$ cat src/rtl/mc_sequencer.sv
// mc_sequencer: multi-cycle FETCH/DECODE/EXEC/MEM/WB control with memory handshakes, retire counter and sticky trap
module mc_sequencer #(
  parameter int MEM_TIMEOUT = 16,
  parameter int CNT_W = 32
) (
  input  logic             clk,
  input  logic             rst,
  input  logic [6:0]       opcode,
  input  logic             halt,
  input  logic             imem_ack,
  input  logic             dmem_ack,
  output logic             imem_req,
  output logic             dmem_req,
  output logic             dmem_we,
  output logic             ir_we,
  output logic             pc_we,
  output logic             rf_we,
  output logic [2:0]       state,
  output logic             trap,
  output logic [1:0]       trap_cause,
  output logic [CNT_W-1:0] instret
);
  localparam logic [2:0] S_F = 3'd0, S_D = 3'd1, S_E = 3'd2, S_M = 3'd3, S_W = 3'd4, S_T = 3'd5;
  localparam int TW = MEM_TIMEOUT > 2 ? $clog2(MEM_TIMEOUT) : 1;
  logic [2:0] nst;
  logic req_q, is_alu, is_ld, is_st, is_br, legal, busy, acked, tmo;
  logic [TW-1:0] tcnt;
  assign is_alu = opcode inside {7'b0110011, 7'b0010011, 7'b0110111, 7'b0010111, 7'b1101111, 7'b1100111};
  assign is_ld = opcode == 7'b0000011;
  assign is_st = opcode == 7'b0100011;
  assign is_br = opcode == 7'b1100011;
  assign legal = is_alu | is_ld | is_st | is_br;
  assign busy = imem_req | dmem_req;
  assign acked = (imem_req & imem_ack) | (dmem_req & dmem_ack);
  // the final waiting cycle traps unless the ack lands in that same cycle
  assign tmo = MEM_TIMEOUT != 0 && busy && !acked && tcnt == TW'(MEM_TIMEOUT - 1);
  always_ff @(posedge clk or posedge rst)
    if (rst) state <= S_F;
    else state <= nst;
  always_comb begin
    nst = state;
    case (state)
      S_F: nst = tmo ? S_T : (imem_req && imem_ack) ? S_D : S_F;
      S_D: nst = legal ? S_E : S_T;
      S_E: nst = (is_ld || is_st) ? S_M : is_br ? S_F : S_W;
      S_M: nst = tmo ? S_T : dmem_ack ? (is_ld ? S_W : S_F) : S_M;
      S_W: nst = S_F;
      default: nst = S_T;
    endcase
  end
  // outputs are forced low while rst is held, since state alone reads FETCH then
  always_comb begin
    imem_req = !rst && state == S_F && (req_q || !halt);
    ir_we = imem_req && imem_ack;
    dmem_req = !rst && state == S_M;
    dmem_we = dmem_req && is_st;
    rf_we = !rst && state == S_W;
    pc_we = !rst && ((state == S_E && is_br) || (dmem_req && dmem_ack && is_st) || state == S_W);
    trap = state == S_T;
  end
  always_ff @(posedge clk or posedge rst)
    if (rst) begin
      req_q <= 1'b0;
      tcnt <= '0;
      trap_cause <= 2'b00;
      instret <= '0;
    end else begin
      req_q <= imem_req && !imem_ack && nst == S_F;
      tcnt <= (busy && !acked && nst == state) ? tcnt + 1'b1 : '0;
      if (nst == S_T && state != S_T) trap_cause <= state == S_D ? 2'b01 : state == S_F ? 2'b10 : 2'b11;
      if (pc_we) instret <= instret + 1'b1;
    end
endmodule
$ cat config.mk
export PLATFORM = sky130hd
export DESIGN_NAME = mc_sequencer
export DESIGN_NICKNAME = d
export VERILOG_FILES = /design/src/rtl/mc_sequencer.sv
export SDC_FILE = /design/constraint.sdc
export NUM_CORES = 1
export LEC_CHECK = 0
export BUFFER_PORTS_ARGS = -buffer_cell sky130_fd_sc_hd__buf_2
export CORE_AREA = 2 2 79 81
export CTS_CLUSTER_DIAMETER = 40
export DETAILED_ROUTE_END_ITERATION = 16
export DIE_AREA = 0 0 81 83
export PLACE_DENSITY_LB_ADDON = 0.3
export SLEW_MARGIN = 15
export SYNTH_ARGS = -nofsm -noshare
export SYNTH_HDL_FRONTEND = slang
export SYNTH_SLANG_ARGS = --single-unit
export TNS_END_PERCENT = 10
$ cat constraint.sdc
create_clock -name clk -period 2.21 [get_ports clk]
set_clock_uncertainty 0.05 [all_clocks]
set_input_delay 0.1105 -clock clk [delete_from_list [all_inputs] [get_ports clk]]
set_output_delay 0.1105 -clock clk [all_outputs]
set_load 0.1 [all_outputs]
# --- Yosys cells after proc, flatten, opt, wreduce, memory -nomap -nowiden ---
# Index checks and enable logic that the tools add are counted.
classes:
  add_sub_neg: 2
  n_eq_ne: 18
  n_mux: 12
  bitwise_logic: 7
  reduce_logical: 27
ops:
  columns: ["op", "count"]
  rows:
  - ["32-bit by 1-bit adder with 32-bit output (second input constant)", 1]
  - ["7-bit by 6-bit equality test with 1-bit output (second input constant)", 3]
  - ["7-bit equality test (second input constant)", 3]
  - ["3-bit 2-to-1 mux", 7]
  - ["1-bit logical AND", 16]
  - ["3-bit one-hot mux with 5 select lines", 1]
  - ["7-bit by 5-bit equality test with 1-bit output (second input constant)", 2]
  - ["3-bit equality test (second input constant)", 3]
  - ["7-bit by 2-bit equality test with 1-bit output (second input constant)", 1]
  - ["3-bit by 2-bit equality test with 1-bit output (second input constant)", 2]
  - ["3-bit logical NOT", 2]
  - ["6-bit nonzero test", 1]
  - ["1-bit bitwise OR", 5]
  - ["4-bit by 1-bit adder with 4-bit output (second input constant)", 1]
  - ["4-bit equality test (second input constant)", 1]
  - ["1-bit logical NOT", 4]
  - ["1-bit logical OR", 4]
  - ["4-bit 2-to-1 mux", 1]
  - ["3-bit by 1-bit equality test with 1-bit output (second input constant)", 1]
  - ["3-bit equality test", 1]
  - ["3-bit != test (second input constant)", 1]
  - ["1-bit AND", 2]
  - ["1-bit 2-to-1 mux", 2]
  - ["2-bit 2-to-1 mux", 1]
word_totals:
  ff_bits: 42
  input_bits: 12
  out_inout_bits: 44
  wordCells: 71

# --- Logic depth before layout (Yosys ltp) ---
# Gate-level depths: netlist (run 1).
logic_depth:
  word_depth: 13
  ltp_mapped: 9
  depth_no_buf: 6

# --- Worst setup path before layout (run 1) ---
# OpenSTA, ideal clock, no wires.
synth_timing:
  path_type: "reg-to-reg"
  start: "register state[1]"
  end: "register instret[11]"
  setup_time_ns: 0.160
  t_arrival_ns: 3.762
  required_ns: 2.000
  slack_ns: -1.762
  stages_incl_launch_ff: 9
  n_path_buf: 2
  period_less_slack_ns: 3.972
  path_cell_list: "dfrtp_1 -> buf_4 -> and4bb_1 -> and4_4 -> a22o_4 -> buf_6 -> nand4_4 -> or3_1 -> xnor2_1"
synth_via:
  elab_chain_len: 7
  elab_cells_between_ends: 10
  cone_classes: "3 x eq/ne; 7 x reduce/logical"
synth_rtl:
  columns: ["element", "line_no", "source"]
  rows:
  - ["from (decl)", "18", "output logic [2:0] state,"]
  - ["from (signal assigned)", "39", "else state <= nst;"]
  - ["3-bit by 2-bit equality test with 1-bit output", "55", "dmem_req = !rst && state == S_M;"]
  - ["1-bit logical AND", "55", null]
  - ["net dmem_req", "13", "output logic dmem_req,"]
  - ["1-bit logical AND (2 in series)", "58", "pc_we = !rst && ((state == S_E && is_br) || (dmem_req && dmem_ack && is_st) || state == S_W);"]
  - ["1-bit logical OR (2 in series)", "58", null]
  - ["1-bit logical AND", "58", null]
  - ["net pc_we", "16", "output logic pc_we,"]
  - ["to (signal assigned)", "71", "if (pc_we) instret <= instret + 1'b1;"]
  - ["to (decl)", "21", "output logic [CNT_W-1:0] instret"]
# The timed path passes the listed nets, and every way through them passes these cells.
# A chain may end at the register's enable or synchronous reset.

# --- Final worst setup path (run 1) ---
layout_timing:
  start: "register state[2]"
  end: "output pc_we"
layout_via:
  elab_chain_len: 7
  elab_cells_between_ends: 10
  cone_classes: "3 x eq/ne; 7 x reduce/logical"
layout_rtl:
  columns: ["element", "line_no"]
  rows:
  - ["3-bit by 2-bit equality test with 1-bit output", "55"]
  - ["1-bit logical AND", "55"]
  - ["1-bit logical AND (2 in series)", "58"]
  - ["1-bit logical OR", "58"]
  - ["1-bit logical OR (*)", "58"]
  - ["1-bit logical AND (*)", "58"]
  - ["to (decl)", "16"]
# Mark *: on every way between the ends. The rest lies on a longest branch, timed or not.

==> flow_metrics.env, run 1 <==
export IMPL_status="completed"
export IMPL_hold_class="in2async"
export IMPL_clk_path_buf_depth=2
export IMPL_clk_pin_slew_ps=70
export IMPL_cap_violations=0
export IMPL_fin_ws_ps=39.9
export IMPL_cp_top_family="compound AO/OA/AOI/OAI gates"
export IMPL_tritoncts="built"
export IMPL_placed_area_sq_um=2710
export IMPL_diodes=0
export IMPL_irDropWorstVdd_uv=802
export IMPL_cts_buffers=5
export IMPL_r2r_end="trap_cause[0]$_DFFE_PP0P_"
export IMPL_hold_violations=0
export IMPL_antenna_found_initial=0
export IMPL_drc=0
export IMPL_core_sq_um=5820
export IMPL_cp_end_kind="primary output"
export IMPL_antenna_left=0
export IMPL_rrSetupSlack_ps=40
export IMPL_worstSetupStartpointType="register"
export IMPL_syn_area_sq_um=2250
export IMPL_hold_slack_ps=6.00
export IMPL_synth_area_top_cells="dfrtp_1 (47%), xor2_1 (6.6%), xnor2_1 (6.2%)"
export IMPL_routed_wl_mm=4.86
export IMPL_ios=56
export IMPL_grt_total_usage_pct=15.0
export IMPL_root_buffer="clkbuf_8"
export IMPL_rows=28
export IMPL_clk_latency_ps=290
export IMPL_dp_slack_ps=-59.7
export IMPL_grt_overflow_total=0
export IMPL_grt_pass1_vias=1656
export IMPL_start_util_pct=38.7
export IMPL_fillCellCount=558
export IMPL_cts_sinks=42
export IMPL_ys_flop_type="dfrtp_1"
export IMPL_fin_nets=297
export IMPL_worstMarginPinSlew_ps=683
export IMPL_synth_fp_nets=225
export IMPL_yosysTopAreaCellShare_pct=46.7
export IMPL_synth_cells=211
export IMPL_numPortBuffers=55
export IMPL_synth_distinct_cells=46
export IMPL_p_leak_nw=1.43
export IMPL_synth_edf_count=0
export IMPL_synth_seq_cells=42
export IMPL_die_height_um=83
export IMPL_grt_max_degree=43
export IMPL_seq_area_frac_synth_pct=46.7
export IMPL_synth_top_cell_by_area="dfrtp_1"
export IMPL_period_needed_ps=2170
export IMPL_crit_arrival_ps=2010
export IMPL_path_buf_inv=3
export IMPL_max_stage_delay_ps=520
export IMPL_worstSetupPathType="reg2out"
export IMPL_h_tree_depth=2
export IMPL_setup_violations=0
export IMPL_firstDrtPassIters=4
export IMPL_layout_commonest_cell="buf_2"
export IMPL_slowest_stage="dfrtp_4"
export IMPL_crit_fanout=6
export IMPL_utilization_pct=49.2
export IMPL_period_share_pct=98.2
export IMPL_multi_input_area_sq_um=1170
export IMPL_viasPerCell=5.04
export IMPL_grt_pass1_wl_mm=7.95
export IMPL_drive_gt1_share_pct=37.1
export IMPL_area_growth_pct=27.1
export IMPL_relSlewSlack_pct=53.3
export IMPL_rr_worst_depth=6
export IMPL_power_density_nw_per_um2=1010
export IMPL_design_area_sq_um=2860
export IMPL_ys_warn_count=0
export IMPL_die_area_sq_um=6720
export IMPL_regArea_sq_um=1060
export IMPL_avgSynthCellArea_sq_um=10.7
export IMPL_async_reset_ff_share_pct=100
export IMPL_gp_congestion=0.852
export IMPL_timing_setup_tns_ps=0
export IMPL_num_vias=1804
export IMPL_max_freq_ghz=0.461
export IMPL_dpl_hpwl_mm=3.51
export IMPL_rsz0062_at_grt="true"
export IMPL_reg2reg_from="state[2]$_DFF_PP0_"
export IMPL_dieWidth_um=81
export IMPL_slew_violations=0
export IMPL_required_ps=2050
export IMPL_wire_per_inst_um=13.6
export IMPL_layout_common_cells="buf_2 (54), dfrtp_1 (39), nor2_1 (21)"
export IMPL_first_iter_violations=90
export IMPL_cp_cell_sequence="dlymetal6s2s_1 -> nor2b_1 -> a31o_2 -> a22o_4 -> buf_4 -> buf_12"
==> layout make-up <==
cell class | instances | area share (%)
Sequential cell | 42 | 37.1
Timing Repair Buffer | 70 | 14.3
Multi-Input combinational cell | 152 | 41.1
Clock buffer | 7 | 2.67
Tap cell | 75 | 3.28
Inverter | 12 | 1.57
==> how the worst max path moves through the flow <==
stage	start	to	slack [ps]	cells past startpoint
floorplan	state[2]$_DFF_PP0_	instret[11]$_DFFE_PP0P_	-800	7
global placement	state[0]$_DFF_PP0_	trap_cause[0]$_DFFE_PP0P_	30	5
detailed placement	state[0]$_DFF_PP0_	trap_cause[0]$_DFFE_PP0P_	-60	5
CTS	state[2]$_DFF_PP0_	trap_cause[0]$_DFFE_PP0P_	30	6
global route	state[0]$_DFF_PP0_	trap_cause[0]$_DFFE_PP0P_	-30	6
finish	state[2]$_DFF_PP0_	pc_we	40	6
==> cell usage after synthesis (3+ instances only) <==
cell     number
xor2_1       17
o21ai_0       3
nor2_1       21
nand4_1       9
inv_1        12
dfrtp_1      42
nand3_1      12
nor3_2        4
nor2b_1       4
nor3_1        8
xnor2_1      16
and3_1        4
nand2_1      13
buf_6         3
or3_1         3
==> kinds of logic (layout without fill, tap and decap cells) <==
family          Yosys count  in the layout  synth area share, %
compound gates           14             14                 6.28
xor+xnor                 33             33                 12.8
fa+ha+maj                 2              2                 1.11
buf+inv                  17             89                 4.06
flops                    42             42                 46.7
mux                       3              3                 1.50
simple gates            100            100                 27.5
==> power breakdown <==
group,internal (mW),total [mW],switching (mW)
logic,0.361,1.42,1.06
clock network,0.218,0.463,0.246
registers,0.861,0.992,0.131
total,1.44,2.88,1.44
==> metal layers <==
layer / track usage (%) / part of all wire [%] / vias to the layer above
li1: - / - / 876
met1: 20.8 / 48 / 879
met2: 22.8 / 47 / 45
met3: 4.78 / 4.4 / 4
met4: 3.24 / 0.39 / 0
met5: 0 / 0 / -
==> worst register-to-register path, stage by stage (launching register included) <==
cell,delay (ps)
dfrtp_4,520
and4bb_4,360
nand2b_4,60
a21o_1,160
o211a_1,150
a2111oi_4,430
mux2_4,340
==> registers in the layout, summed over array words and instances (netlist names) <==
| name | cells |
|---|---|
| req_q | 1 |
| state | 3 |
| instret | 32 |
| trap_cause | 2 |
| tcnt | 4 |
==> what timing repair did <==
item / 4_1_cts / 5_1_grt
hold buffers: 0 / 0
resized for setup: 2 / 9
buffers inserted: 0 / 3
endpoints found under the setup margin: 2 / 2
pin swaps: 2 / 3
==> metrics by stage <==
step,total power [mW],instances
6_report,2.88,358
3_3_place_gp,2.33,348
2_1_floorplan,2.10,211
4_1_cts,2.82,355
3_5_place_dp,2.34,348
5_1_grt,3.00,358
No activity file was read; power rests on OpenSTA's default activity.
==> run 2, diff against run 1 <==
CTS_BUF_LIST = sky130_fd_sc_hd__clkbuf_4 sky130_fd_sc_hd__clkbuf_8 sky130_fd_sc_hd__clkbuf_16   (was default)
==> run 2 against run 1 <==
Compared with the run above:
- die area stayed put
- power up 0.60%
- critical path type is now reg2reg
- fmax up 0.33%
- wire length down 1.4%
- cell area is the same
- non-clock buffer count unchanged
- highest routed layer unchanged
- via count decreased by 0.72%
- first-iteration DRC count decreased by 29%
- sequential power hardly changed
==> flow_metrics.env, run 2 (synthesis results as in run 1) <==
export IMPL_status="completed"
export IMPL_cts_sinks=42
export IMPL_numPortBuffers=55
export IMPL_top_regs="instret x32, tcnt x4, state x3"
export IMPL_rrSetupSlack_ps=50
export IMPL_relSlewSlack_pct=54.0
export IMPL_max_stage_delay_ps=520
export IMPL_crit_fanout=6
export IMPL_setup_worst_path_start="state[2]$_DFF_PP0_"
export IMPL_wire_per_inst_um=13.4
export IMPL_hold_class="in2async"
export IMPL_rsz0062_at_grt="true"
export IMPL_clk_pin_slew_ps=80
export IMPL_largest_reg_flops=32
export IMPL_grt_pass1_wl_mm=7.96
export IMPL_hold_slack_ps=8.98
export IMPL_worstSetupPathType="reg2reg"
export IMPL_viasPerCell=5.00
export IMPL_period_share_pct=97.9
export IMPL_rows=28
export IMPL_fin_nets=297
export IMPL_core_sq_um=5820
export IMPL_placed_cells=348
export IMPL_first_iter_violations=64
export IMPL_grt_max_degree=43
export IMPL_worstSetupStartpointType="register"
export IMPL_required_ps=2330
export IMPL_routed_wl_mm=4.79
export IMPL_area_growth_pct=27.1
export IMPL_gp_congestion=0.852
export IMPL_dieWidth_um=81
export IMPL_clk_latency_ps=280
export IMPL_die_area_sq_um=6720
export IMPL_layout_commonest_cell="buf_2"
export IMPL_grt_overflow_total=0
export IMPL_ios=56
export IMPL_cap_violations=0
export IMPL_cp_cell_sequence="and4bb_4 -> nand2b_4 -> a21o_1 -> o211a_1 -> a2111oi_4 -> mux2_4"
export IMPL_worstMarginPinSlew_ps=673
export IMPL_tritoncts="built"
export IMPL_hold_violations=0
export IMPL_cts_buffers=5
export IMPL_grt_pass1_vias=1657
export IMPL_setup_violations=0
export IMPL_power_density_nw_per_um2=1010
export IMPL_finalPower_mw=2.89
export IMPL_slew_violations=0
export IMPL_clk_path_buf_depth=2
export IMPL_antenna_left=0
export IMPL_max_freq_ghz=0.462
export IMPL_holdBufCountCts=0
export IMPL_start_util_pct=38.7
export IMPL_die_height_um=83
export IMPL_crit_arrival_ps=2290
export IMPL_h_tree_depth=2
export IMPL_drive_gt1_share_pct=38.2
export IMPL_finalNonFillerCells=358
export IMPL_period_needed_ps=2160
export IMPL_drc=0
export IMPL_crit_end="trap_cause[1]$_DFFE_PP0P_"
export IMPL_cp_end_kind="register"
export IMPL_num_vias=1791
export IMPL_antenna_found_initial=0
export IMPL_reg2reg_from="state[2]$_DFF_PP0_"
export IMPL_timing_setup_tns_ps=0
export IMPL_irDropWorstVdd_uv=800
export IMPL_slowest_stage="dfrtp_4"
export IMPL_dpl_hpwl_mm=3.51
export IMPL_rr_worst_depth=6
export IMPL_p_leak_nw=1.42
export IMPL_diodes=0
export IMPL_r2r_end="trap_cause[1]$_DFFE_PP0P_"
export IMPL_grt_total_usage_pct=14.8
export IMPL_root_buffer="clkbuf_8"
export IMPL_layout_common_cells="buf_2 (54), dfrtp_1 (39), nor2_1 (21)"
export IMPL_firstDrtPassIters=4
export IMPL_top_register="instret"
[run 2: cell count changes in the layout (fill, tap and decap cells not counted)]
cell            delta
clkbuf_2           +1
clkbuf_1           -2
clkbuf_4           +2
dlymetal6s2s_1     -1
[run 2: final cells by class]
class,count,area (sq um)
multi-input cells,152,1170
flip-flops and latches,42,1060
repair buffers,70,400
inverters,12,45.0
well taps,75,93.8
fillers,556,2960
clock buffers,7,83.8
[run 2: per-layer routing]
metal,GRT usage (%),share of wire (%)
met4,3.70,0.90
met5,0,0
met3,3.48,3.8
met1,20.9,49
met2,22.9,46
[run 2: worst min path at each step]
stage / slack [ps] / to / from / cells past startpoint
4_1_cts: 10 / instret[1]$_DFFE_PP0P_ / rst / 3
6_report: 9 / req_q$_DFF_PP0_ / rst / 3
3_5_place_dp: 340 / instret[1]$_DFFE_PP0P_ / rst / 3
2_1_floorplan: 300 / state[0]$_DFF_PP0_ / dmem_ack / 3
3_3_place_gp: 330 / req_q$_DFF_PP0_ / rst / 3
5_1_grt: 50 / instret[20]$_DFFE_PP0P_ / rst / 3
[run 2: through the flow]
stage | utilization [%] | setup slack (ps) | area (sq um)
floorplan | - | -804 | 2290
detailed placement | 46.5 | -59.7 | 2710
global route | 49.2 | -35.3 | 2860
global placement | 46.5 | 28.6 | 2710
CTS | 48.1 | 28.0 | 2800
finish | 49.2 | 47.1 | 2860
[run 2: power by group]
group / total (mW) / switching, mW / leakage, nW / internal, mW
Combinational: 1.41 / 1.06 / 0.846 / 0.354
Clock: 0.491 / 0.249 / 0.0452 / 0.242
Sequential: 0.991 / 0.130 / 0.532 / 0.861
[run 2: what timing repair did]
item,in CTS,in global routing
buffers inserted,0,3
pin swaps,2,3
setup endpoints to repair,2,2
resized for setup,2,10
[run 2: critical path, delay by kind of cell (launching register included)]
kind	cells	cell delay [ps]
muxes	1	340
DFF	1	520
and+or+nand+nor	2	410
AOI/OAI and AO/OA	3	740
